[src/rtl/btn_evt_pkg.sv]
// Shared types and default thresholds for the push-button event generator.
// Holds the FSM state encoding and a helper that checks counter width against thresholds.
package btn_evt_pkg;

    typedef enum logic [1:0] {
        IDLE    = 2'd0,
        PRESSED = 2'd1,
        LONG    = 2'd2
    } btn_state_t;

    localparam int DEF_DEB_CYCLES    = 50000;
    localparam int DEF_LONG_CYCLES   = 50000000;
    localparam int DEF_REPEAT_CYCLES = 10000000;
    localparam int DEF_CNT_W         = 26;

    localparam int SYNC_STAGES = 2;

    // True when every threshold is at least 2 and its terminal count fits in cnt_w bits.
    function automatic bit cnt_fits(input int cnt_w, input int deb, input int lng, input int rep);
        longint lim;
        lim = longint'(1) << cnt_w;
        return (deb >= 2) && (lng >= 2) && (rep >= 2) &&
               (longint'(deb - 1) < lim) &&
               (longint'(lng - 1) < lim) &&
               (longint'(rep - 1) < lim);
    endfunction

endpackage

[src/rtl/btn_debounce.sv]
// Two-stage synchroniser followed by a stability-count debouncer.
// btn_clean follows the synchronised pin only after DEB_CYCLES consecutive differing samples.
module btn_debounce
    import btn_evt_pkg::*;
#(
    parameter int DEB_CYCLES = DEF_DEB_CYCLES,
    parameter int CNT_W      = DEF_CNT_W
) (
    input  logic clk,
    input  logic rst,
    input  logic btn_raw,
    output logic btn_clean
);

    localparam logic [CNT_W-1:0] DEB_LAST = CNT_W'(DEB_CYCLES - 1);

    logic [SYNC_STAGES-1:0] r_sync;
    logic [SYNC_STAGES-1:0] w_sync_next;
    logic                   w_btn_s;
    logic [CNT_W-1:0]       r_deb_cnt;
    logic                   r_clean;

    assign w_sync_next = {r_sync[SYNC_STAGES-2:0], btn_raw};
    assign w_btn_s     = r_sync[SYNC_STAGES-1];

    always_ff @(posedge clk) begin
        if (rst) begin
            r_sync <= '0;
        end else begin
            r_sync <= w_sync_next;
        end
    end

    // Any sample agreeing with the current level restarts the stability window.
    always_ff @(posedge clk) begin
        if (rst) begin
            r_deb_cnt <= '0;
            r_clean   <= 1'b0;
        end else if (w_btn_s == r_clean) begin
            r_deb_cnt <= '0;
        end else if (r_deb_cnt == DEB_LAST) begin
            r_clean   <= w_btn_s;
            r_deb_cnt <= '0;
        end else begin
            r_deb_cnt <= r_deb_cnt + 1'b1;
        end
    end

    assign btn_clean = r_clean;

endmodule

[src/rtl/btn_event_gen.sv]
// Push-button front-end: debounced level plus single-cycle press/short/long events.
// Optional auto-repeat while held past the long threshold is enabled by BTN_EVT_REPEAT_EN.
module btn_event_gen
    import btn_evt_pkg::*;
#(
    parameter int DEB_CYCLES    = DEF_DEB_CYCLES,
    parameter int LONG_CYCLES   = DEF_LONG_CYCLES,
    parameter int REPEAT_CYCLES = DEF_REPEAT_CYCLES,
    parameter int CNT_W         = DEF_CNT_W
) (
    input  logic clk,
    input  logic rst,
    input  logic btn_raw,
    output logic btn_clean,
    output logic evt_press,
    output logic evt_short,
    output logic evt_long,
    output logic evt_rep
);

    localparam logic [CNT_W-1:0] LONG_LAST = CNT_W'(LONG_CYCLES - 1);

    if (!cnt_fits(CNT_W, DEB_CYCLES, LONG_CYCLES, REPEAT_CYCLES)) begin : g_cfg_bad
        $error("btn_event_gen: thresholds must be >= 2 and fit in CNT_W bits");
    end

    logic w_clean;

    btn_debounce #(
        .DEB_CYCLES (DEB_CYCLES),
        .CNT_W      (CNT_W)
    ) u_debounce (
        .clk       (clk),
        .rst       (rst),
        .btn_raw   (btn_raw),
        .btn_clean (w_clean)
    );

    btn_state_t       r_state;
    btn_state_t       w_state_next;
    logic [CNT_W-1:0] r_hold_cnt;
    logic [CNT_W-1:0] w_hold_cnt_next;
    logic             r_evt_press;
    logic             r_evt_short;
    logic             r_evt_long;
    logic             w_evt_press_next;
    logic             w_evt_short_next;
    logic             w_evt_long_next;

`ifdef BTN_EVT_REPEAT_EN
    localparam logic [CNT_W-1:0] REP_LAST = CNT_W'(REPEAT_CYCLES - 1);

    logic [CNT_W-1:0] r_rep_cnt;
    logic [CNT_W-1:0] w_rep_cnt_next;
    logic             r_evt_rep;
    logic             w_evt_rep_next;
`endif

    // State, counters and event outputs are all registered here.
    always_ff @(posedge clk) begin
        if (rst) begin
            r_state     <= IDLE;
            r_hold_cnt  <= '0;
            r_evt_press <= 1'b0;
            r_evt_short <= 1'b0;
            r_evt_long  <= 1'b0;
`ifdef BTN_EVT_REPEAT_EN
            r_rep_cnt   <= '0;
            r_evt_rep   <= 1'b0;
`endif
        end else begin
            r_state     <= w_state_next;
            r_hold_cnt  <= w_hold_cnt_next;
            r_evt_press <= w_evt_press_next;
            r_evt_short <= w_evt_short_next;
            r_evt_long  <= w_evt_long_next;
`ifdef BTN_EVT_REPEAT_EN
            r_rep_cnt   <= w_rep_cnt_next;
            r_evt_rep   <= w_evt_rep_next;
`endif
        end
    end

    // A release always takes priority over reaching the long threshold.
    always_comb begin
        w_state_next = r_state;
        case (r_state)
            IDLE: begin
                if (w_clean) begin
                    w_state_next = PRESSED;
                end
            end
            PRESSED: begin
                if (!w_clean) begin
                    w_state_next = IDLE;
                end else if (r_hold_cnt == LONG_LAST) begin
                    w_state_next = LONG;
                end
            end
            LONG: begin
                if (!w_clean) begin
                    w_state_next = IDLE;
                end
            end
            default: begin
                w_state_next = IDLE;
            end
        endcase
    end

    always_comb begin
        w_evt_press_next = 1'b0;
        w_evt_short_next = 1'b0;
        w_evt_long_next  = 1'b0;
        w_hold_cnt_next  = r_hold_cnt;
`ifdef BTN_EVT_REPEAT_EN
        w_evt_rep_next   = 1'b0;
        w_rep_cnt_next   = r_rep_cnt;
`endif
        case (r_state)
            IDLE: begin
                if (w_clean) begin
                    w_evt_press_next = 1'b1;
                    w_hold_cnt_next  = '0;
                end
            end
            PRESSED: begin
                if (!w_clean) begin
                    w_evt_short_next = 1'b1;
                end else if (r_hold_cnt == LONG_LAST) begin
                    w_evt_long_next  = 1'b1;
`ifdef BTN_EVT_REPEAT_EN
                    w_rep_cnt_next   = '0;
`endif
                end else begin
                    w_hold_cnt_next  = r_hold_cnt + 1'b1;
                end
            end
            LONG: begin
`ifdef BTN_EVT_REPEAT_EN
                if (w_clean) begin
                    if (r_rep_cnt == REP_LAST) begin
                        w_evt_rep_next = 1'b1;
                        w_rep_cnt_next = '0;
                    end else begin
                        w_rep_cnt_next = r_rep_cnt + 1'b1;
                    end
                end
`endif
            end
            default: begin
                w_hold_cnt_next = '0;
            end
        endcase
    end

    assign btn_clean = w_clean;
    assign evt_press = r_evt_press;
    assign evt_short = r_evt_short;
    assign evt_long  = r_evt_long;
`ifdef BTN_EVT_REPEAT_EN
    assign evt_rep   = r_evt_rep;
`else
    assign evt_rep   = 1'b0;
`endif

endmodule
[config.mk]
export PLATFORM = sky130hd
export DESIGN_NAME = btn_event_gen
export DESIGN_NICKNAME = d
export VERILOG_FILES = /design/src/rtl/btn_evt_pkg.sv /design/src/rtl/btn_debounce.sv /design/src/rtl/btn_event_gen.sv
export SDC_FILE = /design/constraint.sdc
export NUM_CORES = 1
export LEC_CHECK = 0
export ABC_AREA = 1
export CAP_MARGIN = 20
export CORE_MARGIN = 2
export CORE_UTILIZATION = 50
export CTS_BUF_LIST = sky130_fd_sc_hd__clkbuf_16
export CTS_CLUSTER_SIZE = 30
export DETAILED_ROUTE_END_ITERATION = 7
export PLACE_DENSITY = 0.72
export SETUP_SLACK_MARGIN = 0.4
export SYNTH_ARGS = -nofsm -noshare
export SYNTH_HDL_FRONTEND = slang
export SYNTH_HIERARCHICAL = 1
export SYNTH_SLANG_ARGS = --single-unit
[constraint.sdc]
create_clock -name clk -period 1.81 [get_ports clk]
set_input_delay 0.362 -clock clk [delete_from_list [all_inputs] [get_ports clk]]
set_output_delay 0.362 -clock clk [all_outputs]
set_load 0.01 [all_outputs]
After elaboration in Yosys (flattened, before gate mapping)
Cells that the tools add are included.
Operators by class
  muxes and demuxes: 12
  $add $sub $neg: 2
  equality and inequality tests: 10
  bitwise logic cells: 5
  reductions and logical operators: 8
Operators with widths (number)
  26-bit two-way mux: 3
  26-bit one-hot mux with 3 select lines: 1
  26-bit by 1-bit adder with 26-bit output, second input constant: 2
  26-bit by 16-bit equality test with 1-bit output, second input constant: 1
  26-bit equality test, second input constant: 1
  2-bit two-way mux: 4
  2-bit one-hot mux with 3 select lines: 1
  3-bit OR reduction: 2
  1-bit NOT: 5
  2-bit by 1-bit != test with 1-bit output, second input constant: 2
  2-bit != test, second input constant: 2
  4-bit AND reduction: 1
  2-bit OR reduction: 2
  1-bit two-way mux: 3
  3-bit != test, second input constant: 1
  3-bit AND reduction: 1
  2-bit by 1-bit equality test with 1-bit output, second input constant: 1
  2-bit equality test, second input constant: 1
  2-bit zero test: 1
  2-bit AND reduction: 1
  1-bit equality test: 1
Word-level totals
  bits of input ports: 3
  flip-flop bits (word level): 60
  output and inout bits: 5

Longest topological paths before layout
Gate-level depths: netlist of run 1.
  word-level depth: 4
  mapped depth: 11
  depth with buffers taken out: 10

By module
Netlist of run 1, hierarchy kept.
Modules (own cells, without submodules)
  btn_event_gen: instances 1, cells each 338, sequential area each 620.6 um2, area an instance 2010.7 um2
  btn_debounce: instances 1, cells each 236, sequential area each 580.6 um2, area an instance 1567.8 um2

Least setup slack after synthesis of run 1
OpenSTA, ideal clock, no wires.
  kind: flip-flop to flip-flop
  start point: reg r_hold_cnt[0]
  end point: reg r_hold_cnt[14]
  clock period less this slack: 1.519 ns
  cell stages (with the launch flop): 11
  data required time: 1.677 ns
  setup slack: 0.291 ns
  data arrival time: 1.385 ns
  buffers on the path: 0
  cell sequence: dfxtp_1 ha_1 nand3_2 inv_1 nand2_1 nor2_1 nand2_1 nand2_1 nand2_1 nand2_1 a21oi_2
Between the ends
  word-level cells in the longest chain between the ends: 4
  elaborated cells between the ends (all ways): 7
  those cells by class: 1 x add/sub; 2 x eq/ne; 3 x mux; 1 x reduce/logical
Ends and longest elaborated chain
  from (decl): line btn_event_gen.sv:41  | logic [CNT_W-1:0] r_hold_cnt;
  from (signal assigned): line btn_event_gen.sv:73  | r_hold_cnt <= w_hold_cnt_next;
  26-bit by 1-bit adder with 26-bit output: line btn_event_gen.sv:136  | w_hold_cnt_next = r_hold_cnt + 1'b1;
  26-bit two-way mux: line btn_event_gen.sv:130  | end else if (r_hold_cnt == LONG_LAST) begin
  26-bit two-way mux: line btn_event_gen.sv:128  | if (!w_clean) begin
  26-bit one-hot mux with 3 select lines: line btn_event_gen.sv:120  | case (r_state)
Several ways; a longest one is shown, not always the timed one. The select of a mux whose other input is x is not followed.
A chain may end at the register's enable or synchronous reset.

Worst setup path after layout of run 1
  start point: reg r_hold_cnt[13]
  end point: reg r_hold_cnt[3]
Between the ends
  word-level cells in the longest chain between the ends: 3
Ends and longest elaborated chain (line)
  26-bit equality test: btn_event_gen.sv:130
  2-bit != test (no source line)
  4-bit AND reduction (no source line)
No other way between the ends.

==> results of run 1 <==
-- area by class of cell --
type	count	area, um2
Clock inverter	5	46.29
Timing Repair Buffer	62	541.8
Multi-Input combinational cell	440	2606
Sequential cell	60	1251
Tap cell	96	120.1
Timing Repair inverter	1	7.507
Inverter	66	254.0
Clock buffer	9	225.2
Fill cell	482	1817
-- worst register-to-register path: stages, from the launching register on --
cell and delay [ps]:
dfxtp_2 330, nand2_2 90, nor2_4 180, nand2_2 90, nor2_4 130, nand3_4 140
buf_12 170, nand2_8 90, nand2_1 70, a21oi_1 210
-- cell families after synthesis --
| kind of cell | count (synthesis) | synth area share |
|---|---|---|
| flops | 60 | 0.3357 |
| xor+xnor | 16 | 0.03916 |
| other cells | 1 | 0.001048 |
| simple gates | 383 | 0.4706 |
| fa+ha+maj | 2 | 0.006992 |
| buf+inv | 78 | 0.09266 |
| compound gates | 34 | 0.05384 |
-- power groups by stage --
stage	Sequential (mW)	Combinational (mW)	Clock (mW)
finish	1.32	0.0564	1.61
detailed placement	1.35	0.0365	0
global placement	1.35	0.0357	0
global route	1.32	0.0610	1.68
floorplan	1.35	0.0265	0
CTS	1.32	0.0495	1.60
-- layer usage --
metal,up-vias,part of all wire,track usage
met5,-,0,0
li1,1942,-,-
met3,36,0.077,0.05970
met1,1819,0.41,0.3419
met4,0,0.029,0.1006
met2,203,0.48,0.4238
-- metrics by stage --
step	power, mW	setup WS, ps	hold WS, ps
floorplan	1.380	409.4	388.3
global placement	1.389	137.9	414.8
detailed placement	1.390	98.09	420.7
CTS	2.973	305.4	433.5
global route	3.055	97.37	445.6
finish	2.982	212.1	433.0
-- flip-flops by register name, summed over array words and instances (netlist names) --
signal / cells
evt_long: 1
r_state: 2
evt_short: 1
u_debounce/r_deb_cnt: 26
r_hold_cnt: 26
evt_press: 1
u_debounce/r_sync: 2
u_debounce/btn_clean: 1
-- worst max-delay path by stage --
stage | to | slack [ps] | cells past startpoint
floorplan | r_hold_cnt[14]$_SDFFE_PP0P_ | 410 | 10
global route | r_hold_cnt[3]$_SDFFE_PP0P_ | 100 | 9
global placement | r_hold_cnt[22]$_SDFFE_PP0P_ | 140 | 10
detailed placement | r_hold_cnt[22]$_SDFFE_PP0P_ | 100 | 10
CTS | r_hold_cnt[24]$_SDFFE_PP0P_ | 310 | 9
finish | r_hold_cnt[3]$_SDFFE_PP0P_ | 210 | 9
-- cell usage in the layout, fill, tap and decap left out, drive strengths merged --
cell type        n
xor2             7
clkbuf           9
buf             56
clkdlybuf4s50    2
nand4           18
bufinv           1
or2              4
nor3             4
clkinvlp         2
inv             66
dfxtp           60
nand2          179
conb             1
xnor2            9
dlygate4sd2      4
o21bai           3
clkinv           3
nand3b           2
nand3           43
ha               2
nor2           137
a21oi           27
o21ai            4
-- what timing repair did --
action	4_1_cts	5_1_grt
pin swaps	24	45
gates resized for setup	82	99
buffers inserted	19	14
gates cloned	5	0
setup endpoints to repair	58	55
==> impl_results.md, run 1 <==
- Top_reg_cell synth: dfxtp_1
- CP endpoint kind: flip-flop
- Largest cells by area after synthesis: dfxtp_1, nand2_1, nor2_1
- Worst r2r src: r_hold_cnt[13]$_SDFFE_PP0P_
- Worst path cell trace: nand2_2, nor2_4, nand2_2, nor2_4, nand3_4, buf_12, nand2_8, nand2_1, a21oi_1
- Final setup skew: 9.735 ps
- DRT Wirelength: 10,860 um
- Internal: 2.362 mW
- Min cycle time layout: 1598 ps
- Rows: 30
- Initial antenna violation count: 0
- Area Overhead vs Synth: 41.19%
- Root Driver: clkbuf_16
- Io pins: 8
- Clock sink count: 60
- Synth cell count leaders: nand2_1, nor2_1, inv_1
- Hold path cells: 2
- Logic gate share of total power: 0.019
- VDD IR-drop max: 0.0004764 V
- Slew Limit Headroom: 0.6538
- Hold endpoint: u_debounce/r_sync[1]$_SDFF_PP0_
- Yosys top cell by area: dfxtp_1
- Cell at the slowest stage of the critical path: dfxtp_2
- Gr ovfl total: 0
- Register-to-register setup slack: 210 ps
- Vias per Instance: 5.413
- Final core utilization: 0.7355
- Yosys reg bits: 60
- # DRC: 0
- DR pass1 iterations: 5
- Syn Area/Cell: 6.234 um2
- Syn Std Cell Area: 3578 um2
- Post-Synthesis Cells: between 500 and 600
- Dpl hpwl: just over 6000 um
- # placed instances: between 600 and 700
- RSZ-0062 raised after global routing: yes
- FFs w/ async S/R, synth: 0
- ANT cells: 0
- TNS Setup: 0 ps
- Yosys top cell area share: 0.3357
- Vias after detailed routing: 4,000
- Layout Nets: 645
- Most frequent cell after synthesis: nand2_1
- Htree depth: 3
- # setup viols final: 0
- Initial DRC Count: 349
- Layout cells sized above 1: 0.3530
- Die area: 7850 um2
- Sw frac: 0.2080
- Die Y: 88.60 um
- Clock transition at path regs: 60 ps
- Core Region: 6869 um2
- Initial core utilization: 0.5209
- WL/cell: 14.70 um
- Clock power frac: 0.540
- Endpoints failing hold: 0
- Power per cell area: 590.2 nW/um2
- Leak: 1.774 nW
- Critical path launch point type: flip-flop
- Worst r2r dst: r_hold_cnt[3]$_SDFFE_PP0P_
- Hold path startpoint: u_debounce/r_sync[0]$_SDFF_PP0_
- Syn nets: a little under 600
- Post-synth EDFFs: 0
- Largest net degree at the start of global routing: 19
- Fmax: 625.8 MHz
- Worst Tran Pin Value: 518.1 ps
- Area after DPL: 3875 um2
- Chip Width: between 80 and 90 um
- First-pass GRT wire length: 15,780 um
- Worst R2R Path Depth: 9
- Min-Delay Path Class: flip-flop to flip-flop
- Final slew viol count: 0
- CP top delay family: simple AND/OR/NAND/NOR gates
- Design area: 5052 um2
- WP data arrival: between 1500 and 2000 ps
- CTS Hold Bufs: 0
- Max-Cap Viols: 0
- Crit path largest cell delay: 330 ps
- Port Buffer Count: 6
- Routability Congestion: 0.9163
- CP startpoint: r_hold_cnt[13]$_SDFFE_PP0P_
- Period utilization: 0.8828
- CP Data Required Time: 2040 ps
- Critical Setup Path Class: flip-flop to flip-flop
- GRT Overall Usage: 0.2624
- Sequential fraction of the synthesis area: 0.3357
- Num CTS Buffers: 9
- CTS tree: done
- Post-Layout Cell Count: 739
- Worst-path maximum fanout: 7
- Vias in the first global route: about 3,500
- Latest clock arrival within the worst-skew pair: 330 ps
- Yosys warns: 6
- Sequential Power Share: 0.442
- WP buf/inv: 1
- Sw power: 620.2 uW
- Synth cell types: 29
- Post-DRT Antenna Nets: 0
- Clk buf depth: 2
- Status: completed
(Power assumes the default switching activity.)
==> inputs of run 2 (changes only) <==
CTS_CLUSTER_DIAMETER = 50   (was unset)
==> results of run 2 <==
The final DEF is identical to that of run 1; final timing and power are the same.
